### src/rtl/axi4_lite_rd_arbiter.sv
// Round-robin arbiter sharing one AXI4-Lite AR/R channel pair between IFU and LSU.
// One read outstanding at a time; grant is registered (no combinational IDLE grant).
//
// state | meaning
// IDLE  | no transaction; arbitrate pending requests, all handshakes low
// ADDR  | owner's address presented on the bus AR channel
// DATA  | waiting for the bus R beat to be taken by the owner
module axi4_lite_rd_arbiter #(
  parameter int ADDR_WIDTH = 32,
  parameter int DATA_WIDTH = 32,
  parameter int RESP_WIDTH = 2
) (
  input  logic                  iClock,
  input  logic                  iReset,
  input  logic                  iIfuArValid,
  output logic                  oIfuArReady,
  input  logic [ADDR_WIDTH-1:0] iIfuArAddr,
  output logic                  oIfuRValid,
  input  logic                  iIfuRReady,
  output logic [DATA_WIDTH-1:0] oIfuRData,
  output logic [RESP_WIDTH-1:0] oIfuRResp,
  input  logic                  iLsuArValid,
  output logic                  oLsuArReady,
  input  logic [ADDR_WIDTH-1:0] iLsuArAddr,
  output logic                  oLsuRValid,
  input  logic                  iLsuRReady,
  output logic [DATA_WIDTH-1:0] oLsuRData,
  output logic [RESP_WIDTH-1:0] oLsuRResp,
  output logic                  oAxiArValid,
  input  logic                  iAxiArReady,
  output logic [ADDR_WIDTH-1:0] oAxiArAddr,
  input  logic                  iAxiRValid,
  output logic                  oAxiRReady,
  input  logic [DATA_WIDTH-1:0] iAxiRData,
  input  logic [RESP_WIDTH-1:0] iAxiRResp
);

  typedef enum logic [1:0] {
    IDLE = 2'd0,
    ADDR = 2'd1,
    DATA = 2'd2
  } state_t;

  localparam logic OWN_IFU = 1'b0;
  localparam logic OWN_LSU = 1'b1;

  state_t state_q, state_d;
  logic   owner_q, owner_d;
  logic   last_q, last_d;

  logic                  own_ar_valid;
  logic [ADDR_WIDTH-1:0] own_ar_addr;
  logic                  own_r_ready;

  always_ff @(posedge iClock) begin
    if (iReset) begin
      state_q <= IDLE;
      owner_q <= OWN_IFU;
      last_q  <= OWN_LSU;  // first tie after reset goes to IFU
    end else begin
      state_q <= state_d;
      owner_q <= owner_d;
      last_q  <= last_d;
    end
  end

  always_comb begin
    own_ar_valid = (owner_q == OWN_LSU) ? iLsuArValid : iIfuArValid;
    own_ar_addr  = (owner_q == OWN_LSU) ? iLsuArAddr  : iIfuArAddr;
    own_r_ready  = (owner_q == OWN_LSU) ? iLsuRReady  : iIfuRReady;
  end

  always_comb begin
    state_d     = state_q;
    owner_d     = owner_q;
    last_d      = last_q;
    oIfuArReady = 1'b0;
    oLsuArReady = 1'b0;
    oIfuRValid  = 1'b0;
    oLsuRValid  = 1'b0;
    oIfuRData   = '0;
    oIfuRResp   = '0;
    oLsuRData   = '0;
    oLsuRResp   = '0;
    oAxiArValid = 1'b0;
    oAxiArAddr  = '0;
    oAxiRReady  = 1'b0;

    case (state_q)
      IDLE: begin
        if (iIfuArValid && iLsuArValid) begin
          owner_d = ~last_q;
          state_d = ADDR;
        end else if (iIfuArValid) begin
          owner_d = OWN_IFU;
          state_d = ADDR;
        end else if (iLsuArValid) begin
          owner_d = OWN_LSU;
          state_d = ADDR;
        end
      end

      ADDR: begin
        // An owner that drops ArValid keeps the grant; there is no re-arbitration here.
        oAxiArValid = own_ar_valid;
        oAxiArAddr  = own_ar_addr;
        if (owner_q == OWN_LSU) oLsuArReady = iAxiArReady;
        else                    oIfuArReady = iAxiArReady;
        if (own_ar_valid && iAxiArReady) state_d = DATA;
      end

      DATA: begin
        oAxiRReady = own_r_ready;
        oIfuRData  = iAxiRData;
        oIfuRResp  = iAxiRResp;
        oLsuRData  = iAxiRData;
        oLsuRResp  = iAxiRResp;
        if (owner_q == OWN_LSU) oLsuRValid = iAxiRValid;
        else                    oIfuRValid = iAxiRValid;
        if (iAxiRValid && own_r_ready) begin
          state_d = IDLE;
          last_d  = owner_q;
        end
      end

      default: state_d = IDLE;
    endcase
  end

endmodule

### config.mk
export PLATFORM = sky130hd
export DESIGN_NAME = axi4_lite_rd_arbiter
export DESIGN_NICKNAME = d
export VERILOG_FILES = /design/src/rtl/axi4_lite_rd_arbiter.sv
export SDC_FILE = /design/constraint.sdc
export NUM_CORES = 1
export LEC_CHECK = 0
export CORE_ASPECT_RATIO = 2
export CORE_MARGIN = 8
export CORE_UTILIZATION = 20
export CTS_BUF_LIST = sky130_fd_sc_hd__clkbuf_16
export CTS_CLUSTER_SIZE = 10
export DETAILED_ROUTE_END_ITERATION = 8
export GPL_ROUTABILITY_DRIVEN = 0
export PLACE_DENSITY = 0.81
export SLEW_MARGIN = 15
export SYNTH_ARGS = -nofsm -noshare
export SYNTH_HDL_FRONTEND = slang
export SYNTH_SLANG_ARGS = --single-unit
### constraint.sdc
create_clock -name iClock -period 1.2 [get_ports iClock]
set_input_delay 0.12 -clock iClock [delete_from_list [all_inputs] [get_ports iClock]]
set_output_delay 0.12 -clock iClock [all_outputs]
set_load 0.03 [all_outputs]
==> key figures, run 1 <==
Detailed routing
  • Drt pass-1 iters: 4
  • Routed length on met3: 1.33 mm
  • Vias/cell: 4.47
  • Remaining DRCs: 0
  • DR top layer: met4
  • Final WL: 9.01 mm
  • Starting DRT DRC Count: 23
  • Met2 WL: 4.29 mm
  • Antenna viol nets, final: 0
  • M1 WL: 3.35 mm
  • Avg WL per Cell: 19.6 um
  • Routed vias: 2,056

Yosys
  • Most common cell in the netlist: buf_4
  • Syn nets: 284
  • Cell variety after synth: 23
  • Leading area contributor after synthesis: mux2i_1
  • Most frequent cells after synthesis: buf_4, and2_1, nor2_1, mux2i_1, buf_2
  • Synthesized area: 1260 um^2
  • Synth async-reset ratio: 0%
  • Synth Flop Type: dfxtp_1
  • Seq/Total Area, Yosys: 6.36%
  • Yosys warning total: 0
  • Gate Count Post-Synth: 178
  • Number of synthesized register bits: 4
  • Top cell type's share of synthesized area: 26.2%
  • Synth top area cells: mux2i_1, buf_4, and2_1, nor2_1, dfxtp_1
  • Number of synthesized flops with an enable pin: 0
  • Synthesized area per cell: 7.08 um^2

STA
  • Final Hold Viols: 0
  • Slew headroom: 85.2%
  • Final Critical Period: 1.44 ns
  • Worst setup margin: -0.240 ns
  • Setup Skew: 0.00387 ns
  • Setup TNS: -21.02 ns
  • RSZ-0062 raised after global routing: yes
  • # setup viols final: 108
  • Fmax: 0.694 GHz
  • Final critical-path share of the clock period: 120%
  • Slew Viols, Final: 0
  • Slew @ Worst Pin: 0.220 ns
  • Worst hold slack: 0.564 ns

GRT
  • Initial antenna violation count: 0
  • Largest net degree at the start of global routing: 31
  • Total Routing Usage GR: 18.4%
  • First-pass GRT wire length: 13.1 mm
  • Number of global-route vias before repair: 2,309
  • Overflow after GRT: 0

Power
  • P_int: 1430 uW
  • Pleak: 0.00174 uW
  • Sw Ratio: 36.3%
  • Switching pwr: 818 uW
  • Peak VDD IR: 549 uV
  • Logic pwr share: 69.0%
  • Clk pwr share: 23.9%
  • PwrDens: 548 nW/um^2
  • Seq pwr share: 7.0%

CTS
  • Clock Sinks: 4
  • CTS Buf Count: 3
  • Clock Path Buffers: 2
  • TritonCTS clock tree: built
  • Post-CTS Hold Buffers: 0
  • Root Driver: clkbuf_16
  • Worst-skew pair later-pin latency: 0.23 ns
  • H-tree lvl count: 1
  • Clock Pin Slew Worst Setup and Hold Paths: 0.03 ns

Setup path
  • CP max FO: 6
  • CP arrival: 1.32 ns
  • Crit. End Element: output pin
  • Crit Path Class: flop to output pin
  • Critical Path RT: 1.08 ns
  • Worst r2r dst: state_q[0]$_SDFFE_PP0P_
  • Worst R2R Start: owner_q$_SDFFE_PP0P_
  • Element type at the critical path start: flop
  • Reg2Reg Depth: 4
  • FF-to-FF setup slack: -0.05 ns

Floorplanning
  • Width of the die: 72.1 um
  • Core area: 6210 um^2
  • I/O pins: 212
  • Vert. Die Dim: 128 um
  • Total die area: 9250 um^2
  • Row cnt: 41
  • Effective utilization at floorplan: 20.3%

Placed design
  • Post-DP HPWL: 6.82 mm
  • DP Area: 3370 um^2
  • Inst Count DP: 441
  • Dpl ws: -0.0947 ns
  • I/O Buffers: 211

Run
  • MaxCap Viol Count: 0

Finish
  • Final nets: 481
  • Final std cells w/o fill: 460
  • # diodes: 0
  • Area Growth Syn to Fin: 226%
  • Layout cells sized above 1: 60.2%
  • Fin area: 4110 um^2

Hold path
  • Hold Path End: last_q$_SDFFE_PP1P_
  • Worst min path class: flop to flop
  • Hold Startpoint: last_q$_SDFFE_PP1P_
  • Worst Hold Depth: 2

Status
  • Failing checks: negative setup slack
  • Status: complete, but fails checks
-- logic make-up after synthesis --
kind of cell | count (synthesis) | synth area share, %
simple gates | 85 | 36.0
mux | 34 | 27.4
compound gates | 7 | 3.18
flops | 4 | 6.36
buf+inv | 48 | 27.0
-- critical path, stage by stage, from the launching register on --
cell     delay (ns)
dfxtp_4        0.42
buf_6          0.16
buf_4          0.12
buf_6          0.10
and3_4         0.18
buf_6          0.12
-- power by group through the flow --
stage	Combinational, uW	Sequential (uW)	Clock [uW]
global placement	1310	154	0
CTS	1500	158	549
detailed placement	1330	155	0
finish	1560	158	539
global route	1640	160	556
floorplan	664	151	0
-- layer usage --
layer	track usage, %	vias to the layer above
li1	-	947
met1	18.6	918
met2	31.7	187
met3	10.3	4
met4	3.88	0
met5	0	-
-- state kept, by name, summed over array words and instances (netlist names) --
name and flops:
last_q 1, owner_q 1, state_q 2
-- cell type report --
cell class | count | area, um^2
clock inverter | 1 | 3.75
fill | 428 | 2100
inverter | 2 | 7.51
sequential | 4 | 91.3
clock buffer | 3 | 75.1
tap | 86 | 108
timing repair buffer | 238 | 2720
multi-input combinational | 126 | 1100
-- worst max-delay path by stage --
stage                              start                 endpoint  slack, ns  cells past startpoint
floorplan           owner_q$_SDFFE_PP0P_           oAxiArAddr[16]      -0.09                      4
global placement             iIfuArValid              oAxiArValid      -0.08                      4
detailed placement           iLsuArValid  state_q[0]$_SDFFE_PP0P_      -0.09                      4
CTS                 owner_q$_SDFFE_PP0P_           oAxiArAddr[19]      -0.24                      4
global route        owner_q$_SDFFE_PP0P_            oAxiArAddr[8]      -0.28                      5
finish              owner_q$_SDFFE_PP0P_               oLsuRValid      -0.24                      5
-- repair_timing --
item                                   4_1_cts  5_1_grt
endpoints found under the hold margin        0        0
gates cloned                                 5        0
setup endpoints to repair                  106      109
buffers inserted                             6        4
gates resized for setup                    108       19
pin swaps                                    6        6
-- per-stage QoR --
stage | utilization, % | total power [uW]
after CTS | 64.5 | 2200
after global routing | 66.2 | 2350
after floorplan | - | 815
after detailed placement | 54.2 | 1480
final | 66.2 | 2250
after global placement | 54.2 | 1470
-- cells in the final DEF, fill, tap and decap left out --
master | synthesis | final
and3_4 | 1 | 3
o21ai_2 | 0 | 1
inv_1 | 2 | 3
nor2b_4 | 0 | 2
nand3_2 | 0 | 1
buf_12 | 0 | 19
a211oi_1 | 1 | 1
nand3_1 | 2 | 1
o21ai_0 | 2 | 1
clkdlybuf4s50_1 | 0 | 105
mux2i_2 | 0 | 11
nand2b_2 | 0 | 1
mux2i_1 | 33 | 21
o31ai_1 | 1 | 1
dfxtp_4 | 0 | 3
nand2b_4 | 0 | 1
a21oi_1 | 3 | 3
nor3_1 | 2 | 1
nor2_2 | 0 | 27
nor2_1 | 34 | 7
buf_6 | 2 | 89
buf_4 | 36 | 20
nand2_1 | 3 | 3
and2_4 | 0 | 35
buf_16 | 0 | 5
clkbuf_16 | 0 | 3
nand4_1 | 1 | 1
nor3_4 | 0 | 1
nor4_4 | 1 | 1
dfxtp_1 | 4 | 1
mux2_4 | 1 | 1
mux2i_4 | 0 | 1
No activity file was read; power rests on OpenSTA's default activity.
==> run 2: changes to the inputs <==
CORE_AREA = 8 8 75 77   (was unset)
CORE_ASPECT_RATIO = unset   (was 2)
CORE_MARGIN = unset   (was 8)
CORE_UTILIZATION = unset   (was 20)
DIE_AREA = 0 0 83 85   (was unset)
DONT_BUFFER_PORTS = 1   (was unset)
PLACE_DENSITY = 0.45   (was 0.81)
SLEW_MARGIN = 30   (was 15)
==> key figures, run 2 (synthesis results as in run 1) <==
Floorplanning
  • Width of the die: 83 um (+15%)
  • Vert. Die Dim: 85 um (-34%)
  • Effective utilization at floorplan: 27.8% (+7.5 points)
  • I/O pins: 212 (unchanged)
  • Total die area: 7060 um^2 (-24%)
  • Core area: 4540 um^2 (-27%)
  • Row cnt: 25 (-39%)

Setup path
  • Worst path cell trace: nor2b_4 -> buf_6 -> clkbuf_16 -> and2_4
  • Crit Path Class: flop to output pin
  • Crit. End Element: output pin
  • CP Buf/Inv Count: 2 (-2)
  • Critical Path RT: 1.08 ns (about the same)
  • Element type at the critical path start: flop
  • CP max FO: 8 (+2)
  • Worst setup path startpoint: state_q[1]$_SDFFE_PP0P_
  • CP max stage delay: 0.35 ns (-0.07 ns)
  • CP top delay family: simple AND/OR/NAND/NOR gates
  • CP arrival: 1.29 ns (-0.03 ns)
  • Worst R2R Start: owner_q$_SDFFE_PP0P_
  • CP max-delay cell: dfxtp_4

Power
  • Pleak: 0.000827 uW (-53%)
  • P_int: 976 uW (-32%)
  • Peak VDD IR: 537 uV (-2.3%)
  • Switching pwr: 672 uW (-18%)
  • Clk pwr share: 32.5% (+8.6 points)
  • Total power: 1650 uW (-27%)
  • Sw Ratio: 40.8% (+4.5 points)
  • PwrDens: 829 nW/um^2 (+51%)
  • Seq pwr share: 9.4% (+2.4 points)
  • Logic pwr share: 58.2% (-11 points)

GRT
  • Largest net degree at the start of global routing: 33 (+6.5%)
  • Number of global-route vias before repair: 1,512 (-35%)
  • Total Routing Usage GR: 13.8% (-4.6 points)
  • Overflow after GRT: 0 (unchanged)
  • Initial antenna violation count: 0 (unchanged)
  • First-pass GRT wire length: 8.18 mm (-37%)

Finish
  • Fillcell total: 420 (-1.9%)
  • Area Growth Syn to Fin: 57.7%
  • Most frequent cells in the layout: and2_4, buf_6, mux2i_1, nor2_2, buf_4
  • Final std cells w/o fill: 248 (-46%)
  • Layout cells sized above 1: 70.6% (+10 points)
  • Largest register FFs: 2 (unchanged)
  • Biggest regs: state_q x2, last_q x1, owner_q x1
  • Largest Register: state_q
  • # diodes: 0 (unchanged)
  • Leading cell type in the layout, fill and taps excluded: and2_4
  • Multi-input logic area: 1040 um^2 (-5.4%)
  • Final nets: 301 (-37%)
  • Sequential Area: 88.8 um^2 (-2.7%)

CTS
  • H-tree lvl count: 1 (unchanged)
  • Clock Path Buffers: 2 (unchanged)
  • TritonCTS clock tree: built
  • Clock Sinks: 4 (unchanged)
  • CTS Buf Count: 3 (unchanged)
  • Worst-skew pair later-pin latency: 0.23 ns (about the same)
  • Root Driver: clkbuf_16
  • Clock Pin Slew Worst Setup and Hold Paths: 0.03 ns (about the same)

Detailed routing
  • M1 WL: 1.74 mm (-48%)
  • Antenna viol nets, final: 0 (unchanged)
  • Met2 WL: 2.95 mm (-31%)
  • Vias/cell: 5.12 (+14%)
  • Routed length on met3: 700 um (-47%)
  • Drt pass-1 iters: 4 (unchanged)
  • Final WL: 5.49 mm (-39%)
  • DR top layer: met4
  • Routed vias: 1,269 (-38%)
  • Avg WL per Cell: 22.1 um (+13%)
  • Remaining DRCs: 0 (unchanged)
  • Starting DRT DRC Count: 8 (-65%)

Hold path
  • Hold Startpoint: iReset
  • Worst min path class: input pin to flop

Placed design
  • I/O Buffers: 0 (-100%)
  • Post-DP HPWL: 4.31 mm (-37%)
  • Inst Count DP: 234 (-47%)

STA
  • Final Critical Period: 1.41 ns (-0.0321 ns)
  • Final Hold Viols: 0 (unchanged)
  • Slew @ Worst Pin: 0.330 ns (+0.110 ns)
  • # setup viols final: 105 (-2.8%)
  • Fmax: 0.710 GHz (+2.3%)
  • Setup Skew: 0.00110 ns (-0.00278 ns)
  • Slew Viols, Final: 0 (unchanged)
  • RSZ-0062 raised after global routing: yes
  • Final critical-path share of the clock period: 117% (-2.7 points)
  • Slew headroom: 77.8% (-7.4 points)
  • Worst setup margin: -0.208 ns (+0.0321 ns)

Run
  • MaxCap Viol Count: 0 (unchanged)

Status
  • Failing checks: negative setup slack
  • Status: complete, but fails checks
## run 2: cell types whose count changed in the layout (fill, tap and decap cells not counted), sizes merged
cell and change:
buf -77, clkdlybuf4s50 -105, dlygate4sd3 +1, clkbuf +1
## run 2: worst reg2reg max path: stages, from the launching register on
cell,delay [ns]
dfxtp_4,0.40
mux2_4,0.33
and3_4,0.18
nor4_4,0.19
## run 2: final timing paths
check	depth (start not counted)	slack [ns]	endpoint
setup / recovery	4	-0.21	oLsuRData[12]
hold / removal	2	0.01	last_q$_SDFFE_PP1P_
setup reg to reg	3	0.01	state_q[0]$_SDFFE_PP0P_
hold reg to reg	2	0.51	last_q$_SDFFE_PP1P_
## run 2: power by group through the flow
stage	Combinational, uW	Clock [uW]	Sequential (uW)
4_1_cts	945	540	155
2_1_floorplan	664	0	151
5_1_grt	1010	558	156
3_3_place_gp	821	0	151
6_report	959	535	155
3_5_place_dp	832	0	152
## run 2: final cells by class
type / instances / share of cell area, %
Tap cell: 54 / 3.40
Clock inverter: 1 / 0.189
Clock buffer: 3 / 3.78
Sequential cell: 4 / 4.47
Timing Repair Buffer: 58 / 35.3
Multi-Input combinational cell: 126 / 52.5
Inverter: 2 / 0.378
## run 2: routing by layer
layer | vias to the layer above | GRT usage, %
met5 | - | 0
met4 | 0 | 5.75
met3 | 10 | 6.61
met2 | 132 | 26.2
met1 | 551 | 12.0
li1 | 576 | -
## run 2: per-stage QoR
stage	setup WS (ns)	TNS, ns	cell area, um^2	utilization (%)	hold slack [ns]
floorplan	-0.0942	-1.92	1560	-	0.179
global placement	0.0197	0	1610	35.5	0.187
detailed placement	-0.00768	-0.0172	1610	35.5	0.191
CTS	-0.221	-18.66	1930	42.6	0.0140
global route	-0.255	-22.49	1990	43.8	0.0228
finish	-0.208	-17.23	1990	43.8	0.0117
## run 2: what timing repair did
item | CTS | global route
pin swaps | 5 | 4
setup buffers | 5 | 3
gates resized for setup | 40 | 11
hold buffers | 1 | 0
gates cloned | 2 | 1
endpoints found under the hold margin | 3 | 0
endpoints found under the setup margin | 106 | 109
==> run 3: changes to the inputs <==
PLACE_DENSITY = unset   (was 0.45)
PLACE_DENSITY_LB_ADDON = 0.08   (was unset)
clock period = 1.35 ns   (was 1.2 ns; I/O delays follow)
==> key figures, run 3 (synthesis results as in run 1) <==
Detailed routing
  • Avg WL per Cell: 23.1 um (+4.5%)
  • Remaining DRCs: 0 (unchanged)
  • Met2 WL: 3.23 mm (+9.8%)
  • Antenna viol nets, final: 0 (unchanged)
  • DR top layer: met4
  • Routed length on met3: 674 um (-3.7%)
  • Final WL: 5.81 mm (+5.8%)
  • Vias/cell: 5.20 (+1.6%)
  • Starting DRT DRC Count: 16 (+8)
  • Routed vias: 1,305 (+2.8%)
  • M1 WL: 1.84 mm (+5.8%)
  • Drt pass-1 iters: 4 (unchanged)

Power
  • PwrDens: 731 nW/um^2 (-12%)
  • Peak VDD IR: 352 uV (-34%)
  • Pleak: 0.000847 uW (+2.4%)

Placed design
  • Post-DP HPWL: 4.60 mm (+6.7%)
  • Dpl ws: 0.139 ns (+0.146 ns)
  • Inst Count DP: 235 (+0.43%)
  • I/O Buffers: 0 (unchanged)

CTS
  • Clock Sinks: 4 (unchanged)
  • H-tree lvl count: 1 (unchanged)
  • TritonCTS clock tree: built
  • CTS Buf Count: 3 (unchanged)
  • Clock Path Buffers: 2 (unchanged)
  • Root Driver: clkbuf_16
  • Clock Pin Slew Worst Setup and Hold Paths: 0.03 ns (about the same)
  • Worst-skew pair later-pin latency: 0.23 ns (about the same)

GRT
  • Overflow after GRT: 0 (unchanged)
  • Largest net degree at the start of global routing: 33 (unchanged)
  • First-pass GRT wire length: 8.16 mm (-0.26%)
  • Initial antenna violation count: 0 (unchanged)
  • Number of global-route vias before repair: 1,446 (-4.4%)
  • Total Routing Usage GR: 13.9% (+0.12 points)

Finish
  • Final nets: 305 (+1.3%)
  • Layout cells sized above 1: 66.0% (-4.6 points)
  • Multi-input logic area: 1030 um^2 (-1.4%)
  • Largest register FFs: 2 (unchanged)
  • Final core area utilization: 43.3% (-0.55 points)
  • Leading cell type in the layout, fill and taps excluded: and2_4
  • Area Growth Syn to Fin: 55.7%
  • Biggest regs: state_q x2, last_q x1, owner_q x1
  • Sequential Area: 86.3 um^2 (-2.8%)
  • Fillcell total: 433 (+3.1%)
  • Largest Register: state_q
  • Most frequent cells in the layout: and2_4, buf_4, mux2i_1, nor2_1, buf_6
  • # diodes: 0 (unchanged)
  • Final std cells w/o fill: 251 (+1.2%)

Status
  • Failing checks: negative setup slack
  • Status: complete, but fails checks

STA
  • Final critical-path share of the clock period: 105%
  • Worst setup margin: -0.0722 ns (+0.136 ns)
  • Setup Skew: 0.00281 ns (+0.00171 ns)
  • Slew Viols, Final: 0 (unchanged)
  • Worst hold slack: 0.0261 ns (+0.0144 ns)
  • # setup viols final: 82 (-22%)
  • Slew headroom: 78.5% (+0.67 points)
  • Final Critical Period: 1.42 ns
  • Final Hold Viols: 0 (unchanged)
  • RSZ-0062 raised after global routing: yes
  • Fmax: 0.703 GHz
  • Setup TNS: -3.47 ns (+13.76 ns)
  • Slew @ Worst Pin: 0.320 ns (-0.00995 ns)

Setup path
  • CP max stage delay: 0.32 ns (-0.03 ns)
  • Crit Path Class: flop to output pin
  • CP max FO: 8 (unchanged)
  • CP arrival: 1.29 ns (about the same)
  • CP Buf/Inv Count: 2 (unchanged)
  • CP max-delay cell: dfxtp_2
  • Critical Path RT: 1.22 ns (+0.14 ns)
  • CP top delay family: simple AND/OR/NAND/NOR gates
  • Crit. End Element: output pin
  • Element type at the critical path start: flop
  • Worst path cell trace: nor2b_4 -> buf_12 -> clkbuf_16 -> and2_4

Floorplanning
  • Row cnt: 25 (unchanged)
  • Effective utilization at floorplan: 27.8% (unchanged)
  • Core area: 4540 um^2 (unchanged)
  • I/O pins: 212 (unchanged)
  • Width of the die: 83 um (unchanged)
  • Vert. Die Dim: 85 um (unchanged)
  • Total die area: 7060 um^2 (unchanged)

Hold path
  • Worst min path class: input pin to flop

Run
  • MaxCap Viol Count: 0 (unchanged)
==> run 3: cell count changes in the layout (fill, tap and decap cells not counted), moves of 2 or more <==
cell    previous run  this run
buf_12             9         5
buf_4             16        32
buf_16             1         3
nor2_1             9        24
and3_1             2         0
buf_6             30        19
and3_2             0         2
nor2_2            25        10
==> run 3: through the flow <==
| stage | instance area (um^2) | total power [uW] |
|---|---|---|
| finish | 1960 | 1430 |
| global route | 1960 | 1500 |
| CTS | 1820 | 1400 |
| detailed placement | 1520 | 857 |
| global placement | 1520 | 849 |
| floorplan | 1370 | 682 |
==> run 3: layer usage <==
layer,vias up,global-route usage [%]
li1,585,-
met1,590,12.3
met2,126,26.8
met3,4,6.80
met4,0,4.31
met5,-,0
==> run 3: what timing repair did <==
action	in CTS	in global routing
hold buffers	1	0
cloned	3	2
setup endpoints to repair	101	88
pin swaps	21	7
buffers inserted	5	2
endpoints found under the hold margin	3	0
gates resized for setup	30	16
==> run 3: area by class of cell <==
type                       instances  share of cell area [%]
clock buffer                       3                    3.83
inverter                           2                   0.383
multi-input combinational        126                    52.4
sequential                         4                    4.40
tap                               54                    3.44
timing repair buffer              62                    35.5
==> run 3: final timing paths <==
| check | start | end | slack (ns) | cells past startpoint |
|---|---|---|---|---|
| max | state_q[1]$_SDFFE_PP0P_ | oLsuRData[2] | -0.07 | 4 |
| min | iReset | last_q$_SDFFE_PP1P_ | 0.03 | 2 |
| max reg2reg | state_q[1]$_SDFFE_PP0P_ | state_q[1]$_SDFFE_PP0P_ | 0.07 | 7 |
| min reg2reg | last_q$_SDFFE_PP1P_ | last_q$_SDFFE_PP1P_ | 0.50 | 2 |
==> run 3: worst reg2reg max path, cell delays in order (launching register included) <==
cell       delay (ns)
dfxtp_2          0.32
nor2b_4          0.20
buf_12           0.14
clkbuf_16        0.14
buf_4            0.10
buf_4            0.10
o21ai_0          0.08
a21oi_1          0.12
==> run 3: power breakdown <==
group          internal, uW  total [uW]  switching, uW
combinational           355         829            475
clock                   379         465           86.4
sequential              126         140           14.1
